`config.mk`:
```
export PLATFORM = sky130hd
export DESIGN_NAME = button_debounce
export DESIGN_NICKNAME = d
export VERILOG_FILES = /design/src/rtl/button_debounce_pkg.sv /design/src/rtl/sync_2ff.sv /design/src/rtl/button_debounce.sv
export SDC_FILE = /design/constraint.sdc
export NUM_CORES = 1
export LEC_CHECK = 0
export BUFFER_PORTS_ARGS = -buffer_cell sky130_fd_sc_hd__buf_4
export CORE_MARGIN = 2
export CORE_UTILIZATION = 50
export CTS_CLUSTER_SIZE = 16
export DETAILED_ROUTE_END_ITERATION = 16
export MAX_ROUTING_LAYER = met4
export PLACE_DENSITY = 0.66
export SLEW_MARGIN = 20
export SYNTH_ARGS = -nofsm -noshare
export SYNTH_HDL_FRONTEND = slang
export SYNTH_SLANG_ARGS = --single-unit
```
`constraint.sdc`:
```
create_clock -name clk -period 3.78 [get_ports clk]
set_input_delay 0 -clock clk [delete_from_list [all_inputs] [get_ports clk]]
set_output_delay 0 -clock clk [all_outputs]
set_load 0.005 [all_outputs]
```
`src/rtl/button_debounce_pkg.sv`:
```
// +----------------------------------------------------------------------------+
// | Module      : button_debounce_pkg                                          |
// | Description : Shared definitions for debounced-input blocks: FSM state     |
// |               encodings, default timing constants and a level helper.      |
// | Revision    : 1.0 - initial release                                        |
// +----------------------------------------------------------------------------+
`default_nettype none

package button_debounce_pkg;

  // Default qualification window: 1 ms at 50 MHz.
  localparam int DEF_STABLE_COUNT = 50000;
  localparam int DEF_CNT_WIDTH    = 16;

  // Bit 1 of the encoding is the debounced level carried by each state.
  typedef enum logic [1:0] {
    IDLE_LOW  = 2'b00,
    WAIT_HIGH = 2'b01,
    IDLE_HIGH = 2'b11,
    WAIT_LOW  = 2'b10
  } db_state_e;

  // Debounced level implied by a state (high in IDLE_HIGH and WAIT_LOW).
  function automatic logic level_of(input db_state_e s);
    return s[1];
  endfunction

endpackage

`default_nettype wire

```
`src/rtl/sync_2ff.sv`:
```
// +----------------------------------------------------------------------------+
// | Module      : sync_2ff                                                     |
// | Description : Two-flop synchronizer for a single asynchronous input.       |
// |               Asynchronous active-low reset clears both stages to 0.       |
// | Revision    : 1.0 - initial release                                        |
// +----------------------------------------------------------------------------+
`default_nettype none

module sync_2ff (
  input  logic clk,
  input  logic reset,
  input  logic d,
  output logic q
);

  logic s1_d, s1_q;
  logic s2_d, s2_q;

  // Next values of the two synchronizer stages.
  always_comb begin
    s1_d = d;
    s2_d = s1_q;
  end

  // Synchronizer flops; only the second stage is exposed.
  always_ff @(posedge clk or negedge reset) begin
    if (!reset) begin
      s1_q <= 1'b0;
      s2_q <= 1'b0;
    end else begin
      s1_q <= s1_d;
      s2_q <= s2_d;
    end
  end

  assign q = s2_q;

endmodule

`default_nettype wire

```
`src/rtl/button_debounce.sv`:
```
// +----------------------------------------------------------------------------+
// | Module      : button_debounce                                              |
// | Description : Synchronizes a raw button/switch level and filters bounce    |
// |               with a stability counter and a 4-state FSM. Produces a       |
// |               registered debounced level plus one-cycle rise/fall pulses.  |
// |               Macro DEBOUNCE_FALL_PULSE_EN builds the btn_fall register;   |
// |               without it btn_fall is tied to 0.                            |
// | Revision    : 1.0 - initial release                                        |
// +----------------------------------------------------------------------------+
`default_nettype none

module button_debounce
  import button_debounce_pkg::*;
#(
  parameter int STABLE_COUNT = DEF_STABLE_COUNT,
  parameter int CNT_WIDTH    = DEF_CNT_WIDTH
) (
  input  logic clk,
  input  logic reset,
  input  logic btn_in,
  output logic btn_level,
  output logic btn_rise,
  output logic btn_fall
);

  // Last count value of a WAIT state before the new level is accepted.
  localparam logic [CNT_WIDTH-1:0] CNT_LAST = CNT_WIDTH'(STABLE_COUNT - 1);

  logic                 btn_sync;
  db_state_e            state_d, state_q;
  logic [CNT_WIDTH-1:0] cnt_d, cnt_q;
  logic                 level_d, level_q;
  logic                 rise_d, rise_q;

  sync_2ff u_sync (
    .clk   (clk),
    .reset (reset),
    .d     (btn_in),
    .q     (btn_sync)
  );

  // Next-state and stability-counter logic; the counter clears on every
  // state change and only advances while waiting for a new level to hold.
  always_comb begin
    state_d = state_q;
    cnt_d   = cnt_q;
    case (state_q)
      IDLE_LOW: begin
        if (btn_sync) begin
          state_d = WAIT_HIGH;
          cnt_d   = '0;
        end
      end
      WAIT_HIGH: begin
        if (!btn_sync) begin
          state_d = IDLE_LOW;
          cnt_d   = '0;
        end else if (cnt_q == CNT_LAST) begin
          state_d = IDLE_HIGH;
          cnt_d   = '0;
        end else begin
          cnt_d = cnt_q + 1'b1;
        end
      end
      IDLE_HIGH: begin
        if (!btn_sync) begin
          state_d = WAIT_LOW;
          cnt_d   = '0;
        end
      end
      WAIT_LOW: begin
        if (btn_sync) begin
          state_d = IDLE_HIGH;
          cnt_d   = '0;
        end else if (cnt_q == CNT_LAST) begin
          state_d = IDLE_LOW;
          cnt_d   = '0;
        end else begin
          cnt_d = cnt_q + 1'b1;
        end
      end
      default: begin
        state_d = IDLE_LOW;
        cnt_d   = '0;
      end
    endcase
  end

  // Output next values: level follows the next state, rise marks acceptance.
  always_comb begin
    level_d = level_of(state_d);
    rise_d  = (state_q == WAIT_HIGH) && (state_d == IDLE_HIGH);
  end

  // State, counter and output registers.
  always_ff @(posedge clk or negedge reset) begin
    if (!reset) begin
      state_q <= IDLE_LOW;
      cnt_q   <= '0;
      level_q <= 1'b0;
      rise_q  <= 1'b0;
    end else begin
      state_q <= state_d;
      cnt_q   <= cnt_d;
      level_q <= level_d;
      rise_q  <= rise_d;
    end
  end

  assign btn_level = level_q;
  assign btn_rise  = rise_q;

`ifdef DEBOUNCE_FALL_PULSE_EN
  logic fall_d, fall_q;

  // Fall pulse marks acceptance of a low level after a qualified wait.
  always_comb begin
    fall_d = (state_q == WAIT_LOW) && (state_d == IDLE_LOW);
  end

  // Fall pulse register.
  always_ff @(posedge clk or negedge reset) begin
    if (!reset) begin
      fall_q <= 1'b0;
    end else begin
      fall_q <= fall_d;
    end
  end

  assign btn_fall = fall_q;
`else
  assign btn_fall = 1'b0;
`endif

endmodule

`default_nettype wire
```
==> results.sh <==
export IMPL_status="completed"
export IMPL_grtUsageMet1_pct=28.7
export IMPL_p_per_area_nw_per_um2=379
export IMPL_synth_seq_cells=21
export IMPL_path_clk_slew_ps=120
export IMPL_cts_tree="built"
export IMPL_synth_edf_count=0
export IMPL_fin_crit_sh_pct=63.1
export IMPL_synth_compound_area_share_pct=20.3
export IMPL_synth_simple_area_share_pct=22.8
export IMPL_synth_top_family_by_area="simple AND/OR/NAND/NOR gates"
export IMPL_p_sw_share_pct=36.0
export IMPL_drv_cap=0
export IMPL_place_ws_ps=1410
export IMPL_placeableCoreArea_um2=2430
export IMPL_hold_slack_ps=87.3
export IMPL_drv_slew=0
export IMPL_skew_ps=5.90
export IMPL_synthMuxAreaShare_pct=4.15
export IMPL_tightest_slew_ps=674
export IMPL_finalCriticalPeriod_ps=2390
export IMPL_syn_area_per_cell_um2=9.32
export IMPL_n_antenna_cell=0
export IMPL_gr_total_overflow=0
export IMPL_cts_num_sinks=21
export IMPL_worst_slack_ps=1390
export IMPL_drt_iter0_markers=23
export IMPL_grt_max_degree=22
export IMPL_wl_per_cell_um=15.5
export IMPL_rsz0062_at_grt="no"
export IMPL_grt_pass1_vias=966
export IMPL_slowest_stage="nor4_4"
export IMPL_end_kind="register"
export IMPL_nets=152
export IMPL_p_leak_nw=0.552
export IMPL_arrival_ps=2590
export IMPL_tns_ps=0
export IMPL_clockPowerShare_pct=22.1
export IMPL_critical_path_max_fanout=13
export IMPL_setup_viol=0
export IMPL_syn_area_um2=1270
export IMPL_ys_flop_type="dfrtp_1"
export IMPL_path_buf_inv=0
export IMPL_dieArea_um2=2950
export IMPL_via_per_inst=6.02
export IMPL_die_w_um=54.4
export IMPL_post_cts_resized=0
export IMPL_met3_usage_pct=3.28
export IMPL_fmax_mhz=419
export IMPL_top_usage_layer="met2"
export IMPL_worst_setup_path_start_kind="register"
export IMPL_gp_congestion=0.844
export IMPL_postRouteAntennaNets=0
export IMPL_start_util_pct=52.1
export IMPL_syn_to_final_growth_pct=6.91
export IMPL_hold_path_class="input pin to async pin"
export IMPL_synthXorXnorAreaFrac_pct=1.38
export IMPL_hold_viol=0
export IMPL_antenna_found_initial=0
export IMPL_critical_path_required_ps=3980
export IMPL_pin_count=6
export IMPL_drive_above_1_share_pct=9.86
export IMPL_postCtsHoldBufs=2
export IMPL_yosysSeqAreaShare_pct=41.5
export IMPL_clk_insertion_delay_late_ps=320
export IMPL_synthesis_instances=136
export IMPL_drt_wl_total_mm=2.66
export IMPL_htree_levels=1
export IMPL_post_cts_buffers=0
export IMPL_dieHeight_um=54.4
export IMPL_vias=1035
export IMPL_firstDrtPassIters=4
export IMPL_grt_pass1_wl_mm=4.42
export IMPL_maxSlewHeadroom_pct=53.8
export IMPL_irDropWorstVdd_uv=251
export IMPL_combPwrFrac_pct=29.9
export IMPL_reg2reg_slack_ps=1390
export IMPL_crit_family="simple AND/OR/NAND/NOR gates"
export IMPL_drt_drc_violations_left=0
export IMPL_grt_use_met2_pct=33.9
export IMPL_seq_power_share_pct=48.0
export IMPL_synth_warnings=0
export IMPL_ys_types=41
export IMPL_path_class="register to register"
export IMPL_worstPathCellList="or4b_4 > nor4_4 > nor2_1 > nand2_1 > o21ai_0"
export IMPL_async_flop_share_pct=100
export IMPL_synthAdderAreaFrac_pct=5.92
export IMPL_ctsLongestPathBuffers=2
export IMPL_internal_power_mw=0.328
export IMPL_numCtsBuffers=3
export IMPL_max_stage_delay_ps=620
export IMPL_synth_fp_nets=145
export IMPL_dp_hpwl_mm=1.81
export IMPL_p_switching_mw=0.185
export IMPL_fillCellCount=229
export IMPL_cts_root_buf="clkbuf_4"
export IMPL_placementRows=18
export IMPL_port_buffers=4
export IMPL_grt_usage_pct=21.9
-- worst paths after layout --
path | depth (start not counted) | end | startpoint
worst max-delay path | 5 | cnt_q[2] | cnt_q[7]
worst min-delay path | 2 | state_q[0] | reset
worst max register to register | 5 | cnt_q[2] | cnt_q[7]
worst min register to register | 0 | u_sync.q | u_sync.s1_q
max in group asynchronous | 2 | cnt_q[12] | reset
min in group clk | 2 | u_sync.s1_q | btn_in
-- stage by stage --
stage / area, um^2 / utilization [%] / total power, mW / instances
final: 1360 / 55.7 / 0.513 / 172
after global routing: 1360 / 55.7 / 0.551 / 172
after floorplan: 1270 / - / 0.364 / 136
after global placement: 1310 / 53.8 / 0.400 / 166
after CTS: 1360 / 55.7 / 0.518 / 172
after detailed placement: 1310 / 53.8 / 0.402 / 166
-- sequential cells by signal, summed over array words and instances, names as in the netlist --
signal and cells:
btn_level 1, btn_rise 1, state_q 1, cnt_q 16
u_sync.s1_q 1, u_sync.q 1
-- per-layer routing --
layer  vias up  wire (um)
li1        516          -
met1       499       1330
met5         -          0
met2        15       1210
met4         0         46
met3         5         82
-- worst register-to-register path, delay by kind of cell (launching register included) --
kind            cells  cell delay (ps)
compound gates      1              140
flops               1              440
simple gates        4             1690
-- area by class of cell --
cell class              count  area [um^2]  share of cell area (%)
multi-input cells         106          696                    51.3
flip-flops and latches     21          526                    38.8
repair buffers              6         50.0                    3.69
well taps                  30         37.5                    2.77
clock buffers               3         22.5                    1.66
inverters                   5         18.8                    1.39
clock inverters             1         5.00                   0.369
-- power groups by stage --
stage	Sequential [mW]	Combinational, mW	Clock (mW)
floorplan	0.247	0.117	0
global placement	0.250	0.149	0
detailed placement	0.251	0.151	0
CTS	0.246	0.154	0.118
global route	0.249	0.177	0.125
finish	0.246	0.154	0.114
-- cells in the final DEF, fill, tap and decap left out, types with 5 or more instances in the layout --
master     n
dfrtp_1   21
nand2_1   15
o21ai_0   12
a21oi_1    8
nor2_1     7
nand3_1    7
ha_1       6
inv_1      5
nand2b_1   5
o31ai_1    5
-- cells in the mapped netlist (all sizes together) (2+ instances only) --
| cell | instances | area [um^2] |
|---|---|---|
| mux2 | 2 | 22.5 |
| nand2b | 5 | 31.3 |
| nor3 | 4 | 20.0 |
| nor2 | 7 | 26.3 |
| nor4 | 3 | 33.8 |
| xor2 | 2 | 17.5 |
| nand3 | 7 | 35.0 |
| o21ai | 14 | 70.1 |
| ha | 6 | 75.1 |
| buf | 3 | 23.8 |
| a21oi | 8 | 40.0 |
| a211oi | 3 | 22.5 |
| inv | 5 | 18.8 |
| or3 | 3 | 18.8 |
| nand2 | 15 | 56.3 |
| o22ai | 2 | 12.5 |
| mux2i | 3 | 30.0 |
| dfrtp | 21 | 526 |
| o31ai | 5 | 37.5 |
-- logic make-up after synthesis --
| logic type | after synthesis |
|---|---|
| AOI/OAI and AO/OA | 40 |
| DFF | 21 |
| xor gates and xnor gates | 2 |
| buffers and inverters | 9 |
| muxes | 5 |
| adders and majority gates | 6 |
| and+or+nand+nor | 52 |
| other | 1 |
Note: power is estimated with default switching activity, not from simulation.
